==> src/rtl/fpu_int2float.sv <==
// ============================================================================
//  Module      : fpu_int2float
//  Description : Multi-cycle converter from a 32-bit signed two's-complement
//                integer to the packed float format
//                {sign[31], exp[30:25] (bias BIAS), frac[24:0] (hidden 1)}.
//                The magnitude is normalised one bit per cycle, then rounded
//                to nearest, ties to even.
//  Ports       : clock100KHz - clock, rising edge
//                reset       - synchronous, active-low reset
//                start       - conversion request, sampled only while idle
//                int_in      - signed integer operand, sampled with start
//                busy        - high while a conversion is in flight
//                done        - one-cycle pulse, result valid from this cycle
//                data_out    - packed float result
//                status_out  - one-hot: 0001 exact, 0010 inexact
//                              (0100 overflow / 1000 underflow never occur)
//  Revision    : 1.0 - initial release
// ============================================================================
`default_nettype none

module fpu_int2float #(
    parameter int BIAS = 31
) (
    input  logic        clock100KHz,
    input  logic        reset,
    input  logic        start,
    input  logic [31:0] int_in,
    output logic        busy,
    output logic        done,
    output logic [31:0] data_out,
    output logic [3:0]  status_out
);

    typedef enum logic [1:0] {
        S_IDLE  = 2'd0,
        S_NORM  = 2'd1,
        S_ROUND = 2'd2
    } state_t;

    // A magnitude with its MSB at bit 31 has unbiased exponent 31.
    localparam logic [5:0] c_EXP_INIT   = 6'(BIAS + 31);
    localparam logic [3:0] c_ST_EXACT   = 4'b0001;
    localparam logic [3:0] c_ST_INEXACT = 4'b0010;

    state_t      state_q, state_d;
    logic        sign_q;
    logic [31:0] mag_q;
    logic [5:0]  exp_q;
    logic        zero_q;
    logic        busy_q;
    logic        done_q;
    logic [31:0] data_q;
    logic [3:0]  status_q;

    logic [31:0] w_mag_in;
    logic [24:0] w_frac;
    logic        w_guard;
    logic        w_sticky;
    logic        w_round_up;
    logic [25:0] w_frac_sum;
    logic [24:0] w_frac_rnd;
    logic [5:0]  w_exp_rnd;

    // Two's-complement negate; 0x80000000 maps onto 2^31, which fits unsigned.
    assign w_mag_in = int_in[31] ? (~int_in + 32'd1) : int_in;

    // Rounding on the normalised magnitude (bit 31 is the hidden one).
    assign w_frac     = mag_q[30:6];
    assign w_guard    = mag_q[5];
    assign w_sticky   = |mag_q[4:0];
    assign w_round_up = w_guard & (w_sticky | w_frac[0]);
    assign w_frac_sum = {1'b0, w_frac} + 26'(w_round_up);
    // A carry out of the fraction leaves it zero and bumps the exponent.
    assign w_frac_rnd = w_frac_sum[24:0];
    assign w_exp_rnd  = exp_q + 6'(w_frac_sum[25]);

    always_comb begin
        state_d = state_q;
        case (state_q)
            S_IDLE: begin
                if (start) begin
                    state_d = (int_in == 32'd0) ? S_ROUND : S_NORM;
                end
            end
            S_NORM: begin
                if (mag_q[31]) begin
                    state_d = S_ROUND;
                end
            end
            S_ROUND: begin
                state_d = S_IDLE;
            end
            default: begin
                state_d = S_IDLE;
            end
        endcase
    end

    always_ff @(posedge clock100KHz) begin
        if (!reset) begin
            state_q  <= S_IDLE;
            sign_q   <= 1'b0;
            mag_q    <= 32'd0;
            exp_q    <= 6'd0;
            zero_q   <= 1'b0;
            busy_q   <= 1'b0;
            done_q   <= 1'b0;
            data_q   <= 32'd0;
            status_q <= 4'b0000;
        end else begin
            state_q <= state_d;
            // busy follows the state being entered, so it drops in the done cycle.
            busy_q  <= (state_d != S_IDLE);
            done_q  <= 1'b0;
            case (state_q)
                S_IDLE: begin
                    if (start) begin
                        sign_q <= int_in[31];
                        mag_q  <= w_mag_in;
                        exp_q  <= c_EXP_INIT;
                        zero_q <= (int_in == 32'd0);
                    end
                end
                S_NORM: begin
                    if (!mag_q[31]) begin
                        mag_q <= mag_q << 1;
                        exp_q <= exp_q - 6'd1;
                    end
                end
                S_ROUND: begin
                    data_q   <= zero_q ? 32'd0 : {sign_q, w_exp_rnd, w_frac_rnd};
                    status_q <= (w_guard | w_sticky) ? c_ST_INEXACT : c_ST_EXACT;
                    done_q   <= 1'b1;
                end
                default: begin
                end
            endcase
        end
    end

    assign busy       = busy_q;
    assign done       = done_q;
    assign data_out   = data_q;
    assign status_out = status_q;

endmodule

`default_nettype wire

==> config.mk <==
export PLATFORM = sky130hd
export DESIGN_NAME = fpu_int2float
export DESIGN_NICKNAME = d
export VERILOG_FILES = /design/src/rtl/fpu_int2float.sv
export SDC_FILE = /design/constraint.sdc
export NUM_CORES = 1
export LEC_CHECK = 0
export ABC_AREA = 1
export BUFFER_PORTS_ARGS = -buffer_cell sky130_fd_sc_hd__buf_4
export CORE_MARGIN = 2
export CORE_UTILIZATION = 50
export DETAILED_ROUTE_END_ITERATION = 8
export PLACE_DENSITY = 0.77
export SKIP_CTS_REPAIR_TIMING = 1
export SLEW_MARGIN = 0
export SYNTH_ARGS = -nofsm -noshare
export SYNTH_HDL_FRONTEND = slang
export SYNTH_SLANG_ARGS = --single-unit
==> constraint.sdc <==
create_clock -name clock100KHz -period 5.15 [get_ports clock100KHz]
set_input_delay 0 -clock clock100KHz [delete_from_list [all_inputs] [get_ports clock100KHz]]
set_output_delay 0 -clock clock100KHz [all_outputs]
set_load 0.005 [all_outputs]
Yosys cells after proc, flatten, opt, wreduce, memory -nomap -nowiden
Index checks and enable logic that the tools add are counted.

word-level totals
  bits in writable memories = 0
  ROM bits = 0
  logic and storage cells = 44
  memories = 0
  latch bits = 0
  register bits after elaboration = 80
  output and inout bits = 38

operators by class
  order comparisons = 0
  divide/modulo/power cells = 0
  bitwise gates (word level) = 4
  shifts and indexed selects = 0
  $add $sub $neg = 4
  multiply operators = 0
  reductions and logical operators = 8
  multiplexer cells = 14
  equal/unequal tests = 4

operators by type and width
  kind                                                                   number
  32-bit 2-to-1 mux                                                      4
  32-bit one-hot mux with 2 select lines                                 1
  32-bit by 1-bit adder with 32-bit output, second input constant        1
  32-bit logical NOT                                                     1
  32-bit inverter                                                        1
  25-bit by 1-bit adder with 26-bit output                               1
  6-bit 2-to-1 mux                                                       2
  6-bit one-hot mux with 2 select lines                                  1
  2-bit 2-to-1 mux                                                       4
  6-bit by 1-bit adder with 6-bit output                                 1
  6-bit by 1-bit subtractor with 6-bit output, second input constant     1
  5-bit OR reduction                                                     1
  2-bit != test, second input constant                                   2
  2-bit one-hot mux with 2 select lines                                  1
  2-bit AND reduction                                                    2
  2-bit nonzero test                                                     2
  3-bit AND reduction                                                    1
  2-bit by 1-bit equality test with 1-bit output, second input constant  1
  2-bit equality test, second input constant                             1
  2-bit logical NOT                                                      1
  1-bit OR                                                               2
  1-bit bitwise AND                                                      1
  1-bit 2-to-1 mux                                                       1

Depth between registers and ports, before layout
Gate-level depths: netlist of the first run.

  word-level depth = 6
  depth in mapped cells = 15
  depth with buffers taken out = 15

Worst setup path after synthesis of the first run
OpenSTA, ideal clock, no wires.

  path kind = register to register
  from = register mag_q[8]
  to = register data_q[29] (netlist: data_out[29])
  cell stages (with the launch flop) = 15
  buffers on the path = 0
  required time = 5080 ps
  arrival = 1916 ps
  clock period less this slack = 1987 ps
  path slack = 3163 ps
  cells stage by stage = dfxtp_1 -> nand2_2 -> nor2_2 -> nand2_2 -> inv_1 -> nand2_2 -> nor2_1 -> nand4_1 -> nor3_2 -> ha_1 -> ha_1 -> nand3_1 -> a21oi_1 -> o21ai_0 -> a21oi_1

on the way
  longest elaborated chain between the ends = 3

RTL lines
  what                                      line  source
  from (decl)                               47    logic [31:0] mag_q;
  from (signal assigned)                    119   mag_q <= w_mag_in;
  from (signal assigned)                    126   mag_q <= mag_q << 1;
  25-bit by 1-bit adder with 26-bit output  72    assign w_frac_sum = {1'b0, w_frac} + 26'(w_round_up);
  6-bit by 1-bit adder with 6-bit output    75    assign w_exp_rnd = exp_q + 6'(w_frac_sum[25]);
  32-bit 2-to-1 mux                         131   data_q <= zero_q ? 32'd0 : {sign_q, w_exp_rnd, w_frac_rnd};
  to (signal assigned)                      131
  to (decl)                                 52    logic [31:0] data_q;

No other way between the ends.
A chain may end at the register's enable or synchronous reset.

Worst setup path in the final report of the first run
  from = register mag_q[5]
  to = register data_q[30] (netlist: data_out[30])

on the way
  longest elaborated chain between the ends = 4

RTL lines
  what                                      line  source
  1-bit bitwise AND                         71    assign w_round_up = w_guard & (w_sticky | w_frac[0]);
  25-bit by 1-bit adder with 26-bit output  72
  6-bit by 1-bit adder with 6-bit output    75
  32-bit 2-to-1 mux                         131

No other way between the ends.

==> flow_summary.json, run 1 <==
{
  "syn_area_um2": 4785,
  "crit_cells": 15,
  "htreeDepth": 3,
  "worstRegToRegCells": 15,
  "hold_viol_final": 2,
  "hp-class": "input pin to register",
  "cp.buffers_inverters": 2,
  "diodes": 0,
  "gp_congestion": 0.9209,
  "violations": "hold timing",
  "core_area_um2": 9284,
  "yosysWarnings": 0,
  "cp-end-kind": "register",
  "hpwl_um": 11230,
  "avgSynthCellArea_um2": 6.174,
  "power.density_nw_per_um2": 242.7,
  "synthToLayoutAreaGrowth_pct": 16.95,
  "die_h_um": 101.8,
  "vias": 5232,
  "cpMostUsedCell": "nor2_1",
  "final_nets": 877,
  "grt_pass1_vias": 4689,
  "regToRegEndpoint": "data_out[30]",
  "synth_cell_types": 39,
  "start_util_pct": 51.54,
  "vias_per_cell": 5.394,
  "wl_per_cell_um": 14.73,
  "synth_top_area_share_pct": 32.64,
  "clock_sinks": 78,
  "remaining_drc_errors": 0,
  "layout_min_cycle_time_ps": 2420,
  "ys_ff_latch": 78,
  "num_rows": 35,
  "num_io_pins": 73,
  "cts_tree": "built",
  "synth_area_leaders": "dfxtp_1 (33%), nand2_1 (16%), nand3_1 (7.6%)",
  "total_leakage_power_uw": 0.002256,
  "worst_setup_path_start_kind": "register",
  "numCtsBuffers": 9,
  "crit_required_ps": 5420,
  "clockBufferDepth": 2,
  "crit_path_max_incr_delay_ps": 410,
  "fmax_mhz": 413.2,
  "worst_pin_slew_ps": 1217,
  "path_cells": "nand2_1 > inv_1 > nand2_2 > inv_1 > nand2_2 > nor2_1 > nand4_1 > nor3_2 > ha_1 > nand3_1 > nor2_1 > a21oi_1 > nor2_1 > nand2_1 > a21oi_1",
  "grt_first_pass_wirelength_um": 22660,
  "grt_overflow": 0,
  "wl_um": 14290,
  "min_from": "int_in[11]",
  "rsz0062_at_grt": "no",
  "ys_seq_area_share_pct": 32.64,
  "cp_top_family": "simple AND/OR/NAND/NOR gates",
  "irDropWorstVdd_v": 0.0001454,
  "whs_path_depth": 4,
  "drive_gt1_share_pct": 13.67,
  "grt_max_degree": 74,
  "firstDrtPassIters": 5,
  "slowest_stage": "dfxtp_1",
  "setup_viol": 0,
  "max_slew_margin_pct": 18.90,
  "synth_cells": 775,
  "critPathKind": "register to register",
  "port-buffer-count": 70,
  "finalPower_uw": 1358,
  "outcome": "complete, but fails checks",
  "die_area_um2": 10370,
  "clk_pin_slew_worst_paths_ps": 80,
  "drtIter0Drc": 391,
  "maxSlewViolCount": 0,
  "r2r_start": "mag_q[5]",
  "arrival_ps": 2690,
  "clk_latency_ps": 360,
  "fin_tns_setup_ps": 0,
  "postRouteAntennaNets": 0,
  "max_cap_viol_count": 0,
  "critical_path.max_fanout": 5,
  "yosysTopAreaCell": "dfxtp_1",
  "die_width_um": 101.8,
  "finClkSkew_ps": 16.42,
  "hold_slack_ps": -19.94,
  "ctsRootBufferMaster": "clkbuf_8",
  "rrSetupSlack_ps": 2730,
  "grt.total_usage_pct": 27.68,
  "worstHoldEndpoint": "mag_q[11]",
  "fin_crit_sh_pct": 47.00,
  "antenna_found_initial": 0
}
worst reg2reg max path: cells and delay by family (launching register included):
family / cells / cell delay, ps
buffers and inverters: 2 / 240
flip-flops: 1 / 410
AO/OA/AOI/OAI: 2 / 230
adder cells (fa/ha/maj): 1 / 180
AND/OR/NAND/NOR: 10 / 1290
state kept, by name, summed over array words and instances (netlist names):
| signal | cells |
|---|---|
| exp_q | 6 |
| status_out | 2 |
| sign_q | 1 |
| mag_q | 32 |
| done | 1 |
| state_q | 2 |
| zero_q | 1 |
| data_out | 32 |
| busy | 1 |
how the worst max path moves through the flow:
stage / start / endpoint
CTS: mag_q[5] / data_out[29]
detailed placement: mag_q[5] / data_out[29]
floorplan: mag_q[8] / data_out[29]
finish: mag_q[5] / data_out[30]
global placement: mag_q[5] / data_out[29]
global route: mag_q[5] / data_out[29]
cell type report:
class | instances | area, um2
tap | 129 | 161.4
timing repair buffer | 77 | 595.6
fill | 950 | 3689
inverter | 100 | 377.9
sequential | 78 | 1562
multi-input combinational | 570 | 2716
clock inverter | 4 | 27.53
clock buffer | 12 | 155.1
layout by cell type, fill, tap and decap left out, types with 3 or more instances in the layout:
cell	n
inv_2	4
a21oi_2	6
dlygate4sd3_1	7
nand2_1	200
o21bai_1	3
dfxtp_1	78
nand4_1	13
nand3b_1	4
a31oi_1	12
a21oi_1	71
ha_1	6
nor3_1	6
clkbuf_8	11
nand2_2	6
buf_4	70
inv_1	94
o22ai_1	21
o211ai_1	3
o21ai_1	9
o21ai_0	20
nand3_1	73
nor2_1	96
power by group:
group,switching [uW],internal [uW]
sequential,35.2,636
combinational,166,89.1
clock,228,204
synth_stat cells:
library cell,instances
nand2_1,200
nor2_1,96
inv_1,94
dfxtp_1,78
nand3_1,73
a21oi_1,71
o22ai_1,21
o21ai_0,20
clkbuf_1,15
nand4_1,13
a31oi_1,12
o21ai_1,9
buf_2,7
a21oi_2,6
ha_1,6
nand2_2,6
nor3_1,6
inv_2,4
nand3b_1,4
buf_4,3
o211ai_1,3
o21bai_1,3
buf_1,2
nand3_2,2
nor2_2,2
nor2_4,2
nor3_2,2
o21ai_2,2
or2_2,2
xor2_1,2
a22o_1,1
a311oi_1,1
and2_1,1
buf_6,1
clkinv_1,1
conb_1,1
inv_4,1
nor2_8,1
o21a_1,1
kinds of logic after synthesis:
kind of cell	share of synthesized area [%]
adder cells (fa/ha/maj)	1.569
buffers and inverters	10.67
AO/OA/AOI/OAI	17.70
other	0.07838
AND/OR/NAND/NOR	36.98
XOR/XNOR	0.3662
flip-flops	32.64
per-stage QoR:
step	std cells	util, %	hold slack [ps]	area [um2]	setup WS [ps]
floorplan	776	-	103.1	4788	3163
global placement	947	57.55	283.4	5343	2855
detailed placement	947	57.55	290.1	5343	2758
CTS	963	59.51	-88.81	5525	2749
global route	970	60.27	4.190	5595	2433
finish	970	60.27	-19.94	5595	2730
routing by layer:
| metal | vias up | track usage (%) | wire length [um] |
|---|---|---|---|
| met5 | - | 0 | 0 |
| met4 | 0 | 11.49 | 363 |
| met3 | 26 | 3.694 | 680 |
| met2 | 180 | 45.50 | 6587 |
| met1 | 2366 | 36.73 | 6662 |
| li1 | 2660 | - | - |
Note: power is estimated with default switching activity, not from simulation.
==> run 2: changes to the inputs <==
PLACE_DENSITY = 0.79   (was 0.77)
clock period = 2.2 ns   (was 5.15 ns; I/O delays follow)
==> flow_summary.json, run 2 (same netlist as run 1, synthesis figures left out) <==
{
  "die_h_um": 101.8,
  "layout_commonest_cell": "nand2_1",
  "vias_per_cell": 5.332,
  "r2r_start": "mag_q[8]",
  "grt_max_degree": 41,
  "crit_required_ps": 2500,
  "worst_setup_path_start_kind": "register",
  "postRouteAntennaNets": 0,
  "grt_first_pass_wirelength_um": 23520,
  "hp-class": "input pin to register",
  "final_nets": 904,
  "firstDrtPassIters": 5,
  "critPathKind": "register to register",
  "clock_sinks": 78,
  "core_area_um2": 9284,
  "drtIter0Drc": 325,
  "antenna_found_initial": 0,
  "wl_per_cell_um": 15.03,
  "remaining_drc_errors": 0,
  "numCtsBuffers": 9,
  "cpMostUsedCell": "nand2_2",
  "fin_crit_sh_pct": 101.3,
  "postPlaceCellArea_um2": 5510,
  "gp_congestion": 0.9220,
  "fillers": 874,
  "wl_um": 14980,
  "finalWorstSetupSlack_ps": -28.55,
  "port-buffer-count": 70,
  "vias": 5316,
  "total_leakage_power_uw": 0.002402,
  "regToRegEndpoint": "data_out[29]",
  "synthToLayoutAreaGrowth_pct": 23.69,
  "whs_path_depth": 3,
  "dp_cells": 966,
  "clk_latency_ps": 370,
  "drive_gt1_share_pct": 19.12,
  "hold_slack_ps": -69.33,
  "fin_area_um2": 5918,
  "hold_viol_final": 7,
  "cts_tree": "built",
  "max_slew_margin_pct": 54.12,
  "critical_path.max_fanout": 3,
  "die_width_um": 101.8,
  "worstRegToRegCells": 14,
  "violations": "hold timing, setup timing",
  "grt_overflow": 0,
  "finalPower_uw": 3259,
  "min_from": "reset",
  "diodes": 0,
  "finClkSkew_ps": 14.68,
  "maxSlewViolCount": 0,
  "num_rows": 35,
  "worstHoldEndpoint": "mag_q[2]",
  "slowest_stage": "dfxtp_2",
  "outcome": "complete, but fails checks",
  "worst_pin_slew_ps": 687.2,
  "setup_viol": 1,
  "crit_path_max_incr_delay_ps": 350,
  "grt.total_usage_pct": 28.94,
  "power.density_nw_per_um2": 550.7,
  "fin_cells": 997,
  "start_util_pct": 51.54,
  "rsz0062_at_grt": "yes",
  "rrSetupSlack_ps": -30,
  "fmax_mhz": 448.7,
  "arrival_ps": 2520,
  "num_io_pins": 73,
  "path_cells": "nand2_2 > nor2_4 > nand2_2 > inv_1 > nand2_2 > nor2_2 > nand4_1 > nor3_2 > ha_2 > ha_4 > nand3_4 > a21oi_2 > o21ai_1 > a21oi_1",
  "finalCoreUtilization_pct": 63.75,
  "most-common-layout-cells": "nand2_1 (198), buf_4 (94), nor2_1 (93)",
  "clk_pin_slew_worst_paths_ps": 90,
  "die_area_um2": 10370,
  "htreeDepth": 3,
  "clockBufferDepth": 2,
  "irDropWorstVdd_v": 0.0002786,
  "cp-end-kind": "register",
  "ctsRootBufferMaster": "clkbuf_8",
  "hpwl_um": 11440,
  "pre_cts_slack_ps": -65.86,
  "max_cap_viol_count": 0,
  "grt_pass1_vias": 4924,
  "layout_min_cycle_time_ps": 2229
}
## run 2: worst max-delay path by stage
stage | slack [ps] | cells after the start | endpoint | startpoint
after detailed placement | -70 | 14 | data_out[29] | mag_q[7]
after CTS | -70 | 14 | data_out[29] | mag_q[7]
after floorplan | 210 | 14 | data_out[29] | mag_q[8]
final | -30 | 14 | data_out[29] | mag_q[8]
after global routing | -150 | 12 | data_out[29] | mag_q[13]
after global placement | 70 | 14 | data_out[29] | mag_q[7]
## run 2: final cells by class
type | instances | area [um2] | share of cell area, %
inverters | 100 | 377.9 | 6.385
multi-input cells | 570 | 2793 | 47.19
repair buffers | 104 | 825.8 | 13.95
flip-flops and latches | 78 | 1579 | 26.68
well taps | 129 | 161.4 | 2.727
clock buffers | 9 | 123.9 | 2.093
clock inverters | 7 | 57.56 | 0.9725
## run 2: routing by layer
metal  routed length, um  GRT usage, %  vias up
li1                    -             -     2705
met3                 949         4.993       31
met4                 413         10.15        0
met2                6964         48.03      204
met1                6654         38.08     2376
met5                   0             0        -
## run 2: worst max-delay path, delay by kind of cell (launching register included)
family / cells / cell delay [ps]
fa+ha+maj: 2 / 380
flops: 1 / 350
compound gates: 3 / 390
buf+inv: 1 / 80
simple gates: 8 / 960
## run 2: where the power goes
group	total [uW]	switching, uW	internal (uW)	leakage (uW)
logic	672	420	252	0.00167
registers	1570	77.0	1490	0.000641
clock network	1020	595	425	0.0000881
## run 2: through the flow
stage	setup TNS [ps]	hold slack, ps
floorplan	0	103.1
global placement	0	286.6
detailed placement	-65.86	285.3
CTS	-86.40	-105.5
global route	-319.8	-66.30
finish	-28.55	-69.33
==> run 3: changes to the inputs <==
BUFFER_PORTS_ARGS = not set   (was -buffer_cell sky130_fd_sc_hd__buf_4)
DONT_BUFFER_PORTS = 1   (was not set)
PLACE_DENSITY = 0.73   (was 0.79)
==> flow_summary.json, run 3 (same netlist as run 1, synthesis figures left out) <==
{
  "outcome": "complete, but fails checks",
  "violations": "hold timing",
  "clock_sinks": 78,
  "antenna_found_initial": 0,
  "final_nets": 861,
  "worstHoldEndpoint": "mag_q[24]",
  "finalWorstSetupSlack_ps": 50.55,
  "die_width_um": 101.8,
  "critPathKind": "register to register",
  "multi_input_area_um2": 2793,
  "hold_slack_ps": -44.11,
  "wl_per_cell_um": 15.66,
  "postRouteAntennaNets": 0,
  "numCtsBuffers": 9,
  "cts_tree": "built",
  "grt_pass1_vias": 4693,
  "worstRegToRegCells": 15,
  "clockBufferDepth": 2,
  "fillers": 957,
  "ctsRootBufferMaster": "clkbuf_8",
  "crit_required_ps": 2480,
  "dp_cells": 897,
  "worst_setup_path_start_kind": "register",
  "pre_cts_slack_ps": -23.57,
  "hp-class": "input pin to register",
  "hpwl_um": 11260,
  "vias": 5220,
  "diodes": 0,
  "grt_overflow": 0,
  "seq_area_um2": 1570,
  "grt.total_usage_pct": 28.46,
  "layout_commonest_cell": "nand2_1",
  "synthToLayoutAreaGrowth_pct": 18.91,
  "die_h_um": 101.8,
  "worst_pin_slew_ps": 675.4,
  "grt_first_pass_wirelength_um": 23240,
  "finClkSkew_ps": 20.64,
  "r2r_start": "mag_q[8]",
  "gp_congestion": 0.9207,
  "port-buffer-count": 0,
  "fin_cells": 954,
  "start_util_pct": 51.54,
  "firstDrtPassIters": 5,
  "whs_path_depth": 4,
  "setup_viol": 0,
  "fmax_mhz": 465.2,
  "fin_crit_sh_pct": 97.70,
  "critical_path.max_fanout": 4,
  "drive_gt1_share_pct": 11.03,
  "num_io_pins": 73,
  "most-common-layout-cells": "nand2_1 (197), nor2_1 (93), inv_1 (92)",
  "die_area_um2": 10370,
  "clk_pin_slew_worst_paths_ps": 80,
  "irDropWorstVdd_v": 0.0004788,
  "vias_per_cell": 5.472,
  "drtIter0Drc": 286,
  "arrival_ps": 2430,
  "max_slew_margin_pct": 54.83,
  "power.density_nw_per_um2": 582.5,
  "core_area_um2": 9284,
  "wl_um": 14940,
  "total_leakage_power_uw": 0.002167,
  "grt_max_degree": 40,
  "hold_viol_final": 10,
  "num_rows": 35,
  "cp-end-kind": "register",
  "rsz0062_at_grt": "yes",
  "min_from": "int_in[31]",
  "htreeDepth": 3,
  "fin_tns_setup_ps": 0,
  "remaining_drc_errors": 0,
  "max_cap_viol_count": 0,
  "regToRegEndpoint": "data_out[30]",
  "rrSetupSlack_ps": 50,
  "maxSlewViolCount": 0,
  "clk_latency_ps": 360,
  "layout_min_cycle_time_ps": 2149
}
-- run 3: worst max-delay path, stage by stage (launching register included) --
cell,delay (ps)
dfxtp_2,360
nand2_4,70
nor2_4,90
nand2_2,90
inv_2,70
nand2_2,70
nor2_4,100
nand4_1,150
nor3_2,270
ha_2,220
nand3_2,100
nor2_4,150
a21oi_1,70
nor2_1,80
nand2_1,70
a21oi_2,110
-- run 3: stage by stage --
step | power, uW | utilization, % | cell area (um2) | hold WS [ps]
6_report | 3314 | 61.28 | 5689 | -44.11
5_1_grt | 3459 | 61.28 | 5689 | 0.09273
4_1_cts | 3224 | 56.05 | 5204 | -239.9
3_5_place_dp | 2141 | 53.91 | 5005 | 124.1
3_3_place_gp | 2129 | 53.91 | 5005 | 121.9
2_1_floorplan | 1985 | - | 4788 | 103.1
-- run 3: layout make-up --
cell class / count / area share [%]
multi-input cells: 570 / 49.09
flip-flops and latches: 78 / 27.60
repair buffers: 61 / 10.34
inverters: 100 / 6.642
well taps: 129 / 2.837
clock buffers: 10 / 2.243
clock inverters: 6 / 1.254
-- run 3: how the worst max path moves through the flow --
stage	start	slack [ps]	endpoint
2_1_floorplan	mag_q[8]	210	data_out[29]
3_3_place_gp	mag_q[6]	90	data_out[29]
3_5_place_dp	mag_q[6]	-20	data_out[30]
4_1_cts	mag_q[6]	-40	data_out[30]
5_1_grt	mag_q[13]	-130	data_out[30]
6_report	mag_q[8]	50	data_out[30]
-- run 3: per-layer routing --
layer  track usage (%)  routed length (um)
met4             8.513                 255
met1             38.74                6730
met3             4.788                1022
met2             46.46                6935
met5                 0                   0
-- run 3: power breakdown --
part	switching, uW	internal [uW]	leakage (uW)
logic	390	249	0.00143
registers	76.3	1490	0.000639
clock network	573	535	0.0000984
total	1040	2270	0.00217
